--- src/rtl/axi4_pkg.sv ---
// Shared types for the AXI4 slave controller: burst encodings, response codes and FSM states.
package axi4_pkg;

  typedef enum logic [1:0] {
    FIXED = 2'b00,
    INCR  = 2'b01,
    WRAP  = 2'b10
  } burst_t;

  localparam logic [1:0] RESP_OKAY   = 2'b00;
  localparam logic [1:0] RESP_SLVERR = 2'b10;

  typedef enum logic [2:0] {
    IDLE,
    WR_DATA,
    WR_RESP,
    RD_ISSUE,
    RD_CAPTURE,
    RD_DATA
  } ctrl_state_t;

endpackage

--- src/rtl/axi4_addr_gen.sv ---
// Next word address of a burst, computed on the unwrapped word address so that
// range checking can see carries past the top of memory.
module axi4_addr_gen
  import axi4_pkg::*;
#(
  parameter int AW = 15
) (
  input  logic [AW-1:0] addr,
  input  logic [7:0]    len,
  input  logic [1:0]    burst,
  output logic [AW-1:0] next_addr
);

  logic [AW-1:0] incr;
  logic [AW-1:0] mask;

  // WRAP keeps the bits above the (len+1)-word window and increments inside it
  always_comb begin
    incr = addr + 1'b1;
    mask = AW'(len);
    case (burst)
      INCR:    next_addr = incr;
      WRAP:    next_addr = (addr & ~mask) | (incr & mask);
      default: next_addr = addr;
    endcase
  end

endmodule

--- src/rtl/axi4_slave_ctrl.sv ---
// AXI4 slave front end for a single-port word memory; reads and writes share one FSM.
// Optional macro AXI4_RANGE_CHECK_EN: beats whose unwrapped word address >= DEPTH get SLVERR.
//
// state      | meaning
// IDLE       | arbitrate AW/AR, latch burst on handshake
// WR_DATA    | accept W beats, one memory write per beat
// WR_RESP    | hold B response until bready
// RD_ISSUE   | present read address to memory
// RD_CAPTURE | register memory read data
// RD_DATA    | hold R beat until rready
module axi4_slave_ctrl
  import axi4_pkg::*;
#(
  parameter int DATA_WIDTH     = 32,
  parameter int AXI_ADDR_WIDTH = 16,
  parameter int MEM_ADDR_WIDTH = 10,
  parameter int DEPTH          = 1024
) (
  input  logic                      clk,
  input  logic                      rst_n,
  input  logic [AXI_ADDR_WIDTH-1:0] axi_awaddr,
  input  logic [7:0]                axi_awlen,
  input  logic [2:0]                axi_awsize,
  input  logic [1:0]                axi_awburst,
  input  logic                      axi_awvalid,
  output logic                      axi_awready,
  input  logic [DATA_WIDTH-1:0]     axi_wdata,
  input  logic [DATA_WIDTH/8-1:0]   axi_wstrb,
  input  logic                      axi_wlast,
  input  logic                      axi_wvalid,
  output logic                      axi_wready,
  output logic [1:0]                axi_bresp,
  output logic                      axi_bvalid,
  input  logic                      axi_bready,
  input  logic [AXI_ADDR_WIDTH-1:0] axi_araddr,
  input  logic [7:0]                axi_arlen,
  input  logic [2:0]                axi_arsize,
  input  logic [1:0]                axi_arburst,
  input  logic                      axi_arvalid,
  output logic                      axi_arready,
  output logic [DATA_WIDTH-1:0]     axi_rdata,
  output logic [1:0]                axi_rresp,
  output logic                      axi_rlast,
  output logic                      axi_rvalid,
  input  logic                      axi_rready,
  output logic                      mem_en,
  output logic                      mem_we,
  output logic [MEM_ADDR_WIDTH-1:0] mem_addr,
  output logic [DATA_WIDTH-1:0]     mem_wdata,
  input  logic [DATA_WIDTH-1:0]     mem_rdata
);

  // one spare bit so an INCR burst running past the top address is still visible
  localparam int WA = AXI_ADDR_WIDTH - 1;

  ctrl_state_t state, state_nxt;

  logic [WA-1:0]             addr_q, addr_nxt;
  logic [7:0]                len_q, beat_q;
  logic [1:0]                burst_q;
  logic                      err_q;
  logic                      prio_wr_q;
  logic [DATA_WIDTH-1:0]     rdata_q;
  logic [MEM_ADDR_WIDTH-1:0] word_addr;
  logic grant_w, grant_r, aw_hs, ar_hs, w_hs, r_hs;
  logic last_beat, range_err, beat_err, wlast_err;
  logic unused_ok;

  axi4_addr_gen #(.AW(WA)) u_addr_gen (
    .addr      (addr_q),
    .len       (len_q),
    .burst     (burst_q),
    .next_addr (addr_nxt)
  );

`ifdef AXI4_RANGE_CHECK_EN
  assign range_err = (addr_q >= WA'(DEPTH));
`else
  assign range_err = 1'b0;
`endif

  assign beat_err  = (burst_q == 2'b11) | range_err;
  assign last_beat = (beat_q == len_q);
  assign wlast_err = (axi_wlast != last_beat);
  assign word_addr = MEM_ADDR_WIDTH'(addr_q % WA'(DEPTH));
  assign grant_w   = axi_awvalid & (prio_wr_q | ~axi_arvalid);
  assign grant_r   = axi_arvalid & (~prio_wr_q | ~axi_awvalid);
  assign aw_hs     = (state == IDLE) & grant_w;
  assign ar_hs     = (state == IDLE) & grant_r;
  assign w_hs      = (state == WR_DATA) & axi_wvalid;
  assign r_hs      = (state == RD_DATA) & axi_rready;
  assign axi_rdata = rdata_q;
  assign unused_ok = ^{axi_awsize, axi_arsize, axi_wstrb, axi_awaddr[1:0], axi_araddr[1:0]};

  always_ff @(posedge clk or negedge rst_n) begin
    if (!rst_n) state <= IDLE;
    else        state <= state_nxt;
  end

  always_comb begin
    state_nxt = state;
    case (state)
      IDLE: begin
        if (grant_w)      state_nxt = WR_DATA;
        else if (grant_r) state_nxt = RD_ISSUE;
      end
      WR_DATA:    if (w_hs && last_beat) state_nxt = WR_RESP;
      WR_RESP:    if (axi_bready) state_nxt = IDLE;
      RD_ISSUE:   state_nxt = RD_CAPTURE;
      RD_CAPTURE: state_nxt = RD_DATA;
      RD_DATA:    if (r_hs) state_nxt = last_beat ? IDLE : RD_ISSUE;
      default:    state_nxt = IDLE;
    endcase
  end

  always_comb begin
    axi_awready = 1'b0;
    axi_arready = 1'b0;
    axi_wready  = 1'b0;
    axi_bvalid  = 1'b0;
    axi_bresp   = RESP_OKAY;
    axi_rvalid  = 1'b0;
    axi_rresp   = RESP_OKAY;
    axi_rlast   = 1'b0;
    mem_en      = 1'b0;
    mem_we      = 1'b0;
    mem_addr    = '0;
    mem_wdata   = '0;
    case (state)
      IDLE: begin
        axi_awready = grant_w;
        axi_arready = grant_r;
      end
      WR_DATA: begin
        axi_wready = 1'b1;
        mem_en     = axi_wvalid & ~beat_err;
        mem_we     = axi_wvalid & ~beat_err;
        mem_addr   = word_addr;
        mem_wdata  = axi_wdata;
      end
      WR_RESP: begin
        axi_bvalid = 1'b1;
        axi_bresp  = err_q ? RESP_SLVERR : RESP_OKAY;
      end
      RD_ISSUE: begin
        mem_en   = ~beat_err;
        mem_addr = word_addr;
      end
      RD_DATA: begin
        axi_rvalid = 1'b1;
        axi_rresp  = beat_err ? RESP_SLVERR : RESP_OKAY;
        axi_rlast  = last_beat;
      end
      default: ;
    endcase
  end

  always_ff @(posedge clk or negedge rst_n) begin
    if (!rst_n) begin
      addr_q    <= '0;
      len_q     <= '0;
      burst_q   <= '0;
      beat_q    <= '0;
      err_q     <= 1'b0;
      prio_wr_q <= 1'b1;
      rdata_q   <= '0;
    end else begin
      if (aw_hs) begin
        addr_q    <= {1'b0, axi_awaddr[AXI_ADDR_WIDTH-1:2]};
        len_q     <= axi_awlen;
        burst_q   <= axi_awburst;
        beat_q    <= '0;
        err_q     <= 1'b0;
        prio_wr_q <= ~prio_wr_q;
      end else if (ar_hs) begin
        addr_q    <= {1'b0, axi_araddr[AXI_ADDR_WIDTH-1:2]};
        len_q     <= axi_arlen;
        burst_q   <= axi_arburst;
        beat_q    <= '0;
        prio_wr_q <= ~prio_wr_q;
      end else if (w_hs) begin
        err_q  <= err_q | beat_err | wlast_err;
        beat_q <= beat_q + 1'b1;
        addr_q <= addr_nxt;
      end else if (r_hs) begin
        beat_q <= beat_q + 1'b1;
        addr_q <= addr_nxt;
      end
      // errored beats never touched memory, so mem_rdata is stale there
      if (state == RD_CAPTURE) rdata_q <= beat_err ? '0 : mem_rdata;
    end
  end

endmodule
--- config.mk ---
export PLATFORM = sky130hd
export DESIGN_NAME = axi4_slave_ctrl
export DESIGN_NICKNAME = d
export VERILOG_FILES = /design/src/rtl/axi4_pkg.sv /design/src/rtl/axi4_addr_gen.sv /design/src/rtl/axi4_slave_ctrl.sv
export SDC_FILE = /design/constraint.sdc
export NUM_CORES = 1
export LEC_CHECK = 0
export BUFFER_PORTS_ARGS = -buffer_cell sky130_fd_sc_hd__buf_2
export CAP_MARGIN = 20
export CORE_MARGIN = 3
export CORE_UTILIZATION = 30
export CTS_BUF_LIST = sky130_fd_sc_hd__clkbuf_8
export CTS_CLUSTER_DIAMETER = 80
export DETAILED_ROUTE_END_ITERATION = 7
export GPL_TIMING_DRIVEN = 0
export PLACE_DENSITY = 0.56
export SLEW_MARGIN = 0
export SYNTH_ARGS = -nofsm -noshare
export SYNTH_HDL_FRONTEND = slang
export SYNTH_HIERARCHICAL = 1
export SYNTH_SLANG_ARGS = --single-unit
--- constraint.sdc ---
create_clock -name clk -period 2 [get_ports clk]
set_input_delay 0.1 -clock clk [delete_from_list [all_inputs] [get_ports clk]]
set_output_delay 0.1 -clock clk [all_outputs]
set_load 0.02 [all_outputs]
==> key figures <==
Outcome
  • Outcome: completed

Routing
  • Antenna viol nets, final: 0
  • TritonRoute pass-1 iters: 6
  • Routed WL: approximately 13,000 µm
  • Avg WL per Cell: 14.4 µm
  • Via density: 4.65
  • DRC errors left: 0
  • Vias post-DR: 4,214
  • DR iter-0 viols: between 200 and 250

Layout
  • Final Net Count: 873
  • ANT cells: 0
  • Share of cells above drive strength 1: between 30% and 40%
  • Area growth, synth to finish: 53.5%
  • Final Core Density: 48.3%
  • Post-Layout Cell Count: 907

Hold path
  • Hold Crit Depth: 3
  • Hold Path Class: in2reg
  • Worst Min Path Start: mem_rdata[8]
  • Hold path endpoint: axi_rdata[8]

Critical path
  • Worst setup SP type: flop
  • Worst r2r src: burst_q[1]
  • Crit path kind: reg2reg
  • Worst r2r dst: addr_q[9]
  • Critical path cell sequence: ha_2 -> buf_6 -> nor2_1 -> mux2_2 -> a22o_1 -> a222oi_1 -> nand2_1
  • Reg2reg path depth: 7
  • Crit path required time: between 2 and 2.5 ns
  • Slowest cell delay on critical path: 0.45 ns
  • CP top delay family: flip-flops
  • CP endpoint kind: flop
  • CP arrival: 2.11 ns
  • Slowest CP cell: dfrtp_2
  • Sum of buffers and inverters on the critical path: 1
  • Crit Path Max Fanout: 10
  • R2r setup slk: 0.12 ns

Clocking
  • # H-tree levels: 3
  • Skew-Pair Late Insertion Delay: 0.35 ns
  • Num CTS Buffers: 9
  • TritonCTS clock tree: done
  • Clk Tree Root Cell: clkbuf_8
  • Clock buffer depth: 2
  • Clock slew at the register clock pins of the worst setup and hold paths: approximately 0.080 ns
  • TritonCTS Sinks: 65

Global routing
  • Global route total overflow: 0
  • Gr usage total: ~18%
  • Global routing usage on met1: 22.4%
  • Busiest grt layer: met2
  • Routing usage on met3: 3.86%
  • Met2 GRT Util: 31.5%
  • Vias in the first global route: 4,253
  • First-pass GRT wire length: 21,000 µm
  • Initial antenna violation count: 0
  • Largest net degree at the start of global routing: 66

Synthesis
  • Mean Syn Cell Area: 8.30 µm²
  • Mapped Area: 3890 µm²
  • Post-synthesis cell count: 469
  • YS warnings: 6

Placed design
  • DP Wirelength: 9530 µm
  • Post-place setup slack: -0.378 ns
  • Inst Count DP: 833
  • GP Congestion: 0.843
  • I/O Buffers: 195

STA
  • Min Tclk post-route: 1.88 ns
  • Final Hold Viols: 0
  • Max Clk Rate: around 0.53 GHz
  • Worst slew margin: between 40% and 50%
  • Clock Skews: approximately 0.0068 ns
  • Final setup violation count: 0
  • Period utilisation layout: between 90% and 100%
  • Measured slew at the worst slew-check pin: roughly 0.84 ns
  • RSZ-0062 raised after global routing: true
  • Final worst slack: 0.115 ns
  • Max-slew violation count: 0

Power and ir drop
  • Pwr dens: 1490 nW/µm²
  • VDD IR max: between 0.5 and 0.6 mV
  • Static leakage: roughly 0.0031 µW

Floorplan
  • Boundary Pins: 220
  • Core ar.: 12,400 µm²
  • Initial core utilization: 31.5%
  • Die height: between 100 and 150 µm
  • Die area: 14,400 µm²
  • Die Wd: 120 µm
  • Site row count: 40

Job
  • Max-Cap Viols: 0
## placed cells by master, fill, tap and decap left out, types with 3 or more instances in the layout
master / instances
a222oi_1: 10
bufinv_16: 3
nand4_1: 6
dfrtp_2: 3
a31oi_1: 16
buf_2: 198
and3_1: 4
dfrtp_1: 61
o22a_1: 3
inv_1: 6
and4_1: 3
clkbuf_8: 9
xnor2_1: 9
nor3b_1: 8
buf_6: 4
nor2_1: 29
nand3_1: 4
nand2b_1: 8
a21oi_1: 7
dlygate4sd3_1: 53
mux2i_1: 4
clkbuf_1: 16
and2_1: 49
xor2_1: 5
o21ai_0: 37
ha_1: 4
buf_4: 16
nand2_1: 113
nor3_1: 3
## flip-flops by register name, indices dropped and copies added (netlist names)
signal	flops
burst_q	2
addr_q	10
axi_rdata	32
err_q	1
prio_wr_q	1
state	3
beat_q	8
len_q	8
## cell type report
| type | instances | area (µm²) |
|---|---|---|
| repair buffers | 254 | 1550 |
| well taps | 168 | 210 |
| inverters | 7 | 26.3 |
| clock inverters | 7 | 118 |
| plain buffers | 35 | 204 |
| fillers | 1241 | 6390 |
| multi-input cells | 362 | 2110 |
| flip-flops and latches | 65 | 1630 |
| clock buffers | 9 | 124 |
## report_power, final
group	internal, µW	leakage (µW)	switching [µW]
Sequential	1910	0.000805	542
Combinational	2070	0.00217	2990
Clock	828	0.000117	557
Total	4810	0.00309	4090
## metrics by stage
| step | total power [µW] | cell area [µm²] | TNS, ns | hold slack [ns] |
|---|---|---|---|---|
| 6_report | 8900 | 5970 | 0 | 0.0168 |
| 2_1_floorplan | 5580 | 3890 | 0 | -0.196 |
| 5_1_grt | 9580 | 5970 | -0.00802 | 0.00817 |
| 4_1_cts | 8800 | 5900 | 0 | 0.0000105 |
| 3_3_place_gp | 7100 | 5080 | -1.40 | 0.339 |
| 3_5_place_dp | 7180 | 5080 | -1.96 | 0.265 |
## what timing repair did
action	in CTS	in global routing
resized for setup	18	16
hold buffers	52	1
pin swaps	1	3
hold endpoints to repair	108	1
buffers inserted	1	5
setup endpoints to repair	55	48
## layer usage
layer  part of all wire, %  vias to the layer above
met3                   5.4                       12
met4                   1.2                        0
met5                     0                        -
met1                    43                     1942
li1                      -                     2114
met2                    50                      146
## tightest hold or removal path, delay by kind of cell
| kind | cells | cell delay (ns) |
|---|---|---|
| buffers and inverters | 1 | 0.09 |
| and+or+nand+nor | 1 | 0.04 |
| AOI/OAI and AO/OA | 1 | 0.08 |
## how the worst max path moves through the flow
| stage | cells past startpoint | startpoint | slack (ns) | endpoint |
|---|---|---|---|---|
| 4_1_cts | 6 | state[1] | 0.01 | axi_arready |
| 3_3_place_gp | 9 | burst_q[0] | -0.32 | addr_q[4] |
| 5_1_grt | 8 | burst_q[0] | -0.008 | addr_q[8] |
| 2_1_floorplan | 9 | burst_q[0] | 0.06 | addr_q[4] |
| 6_report | 7 | burst_q[1] | 0.12 | addr_q[9] |
| 3_5_place_dp | 9 | burst_q[0] | -0.38 | addr_q[4] |
No activity file was read; power rests on OpenSTA's default activity.
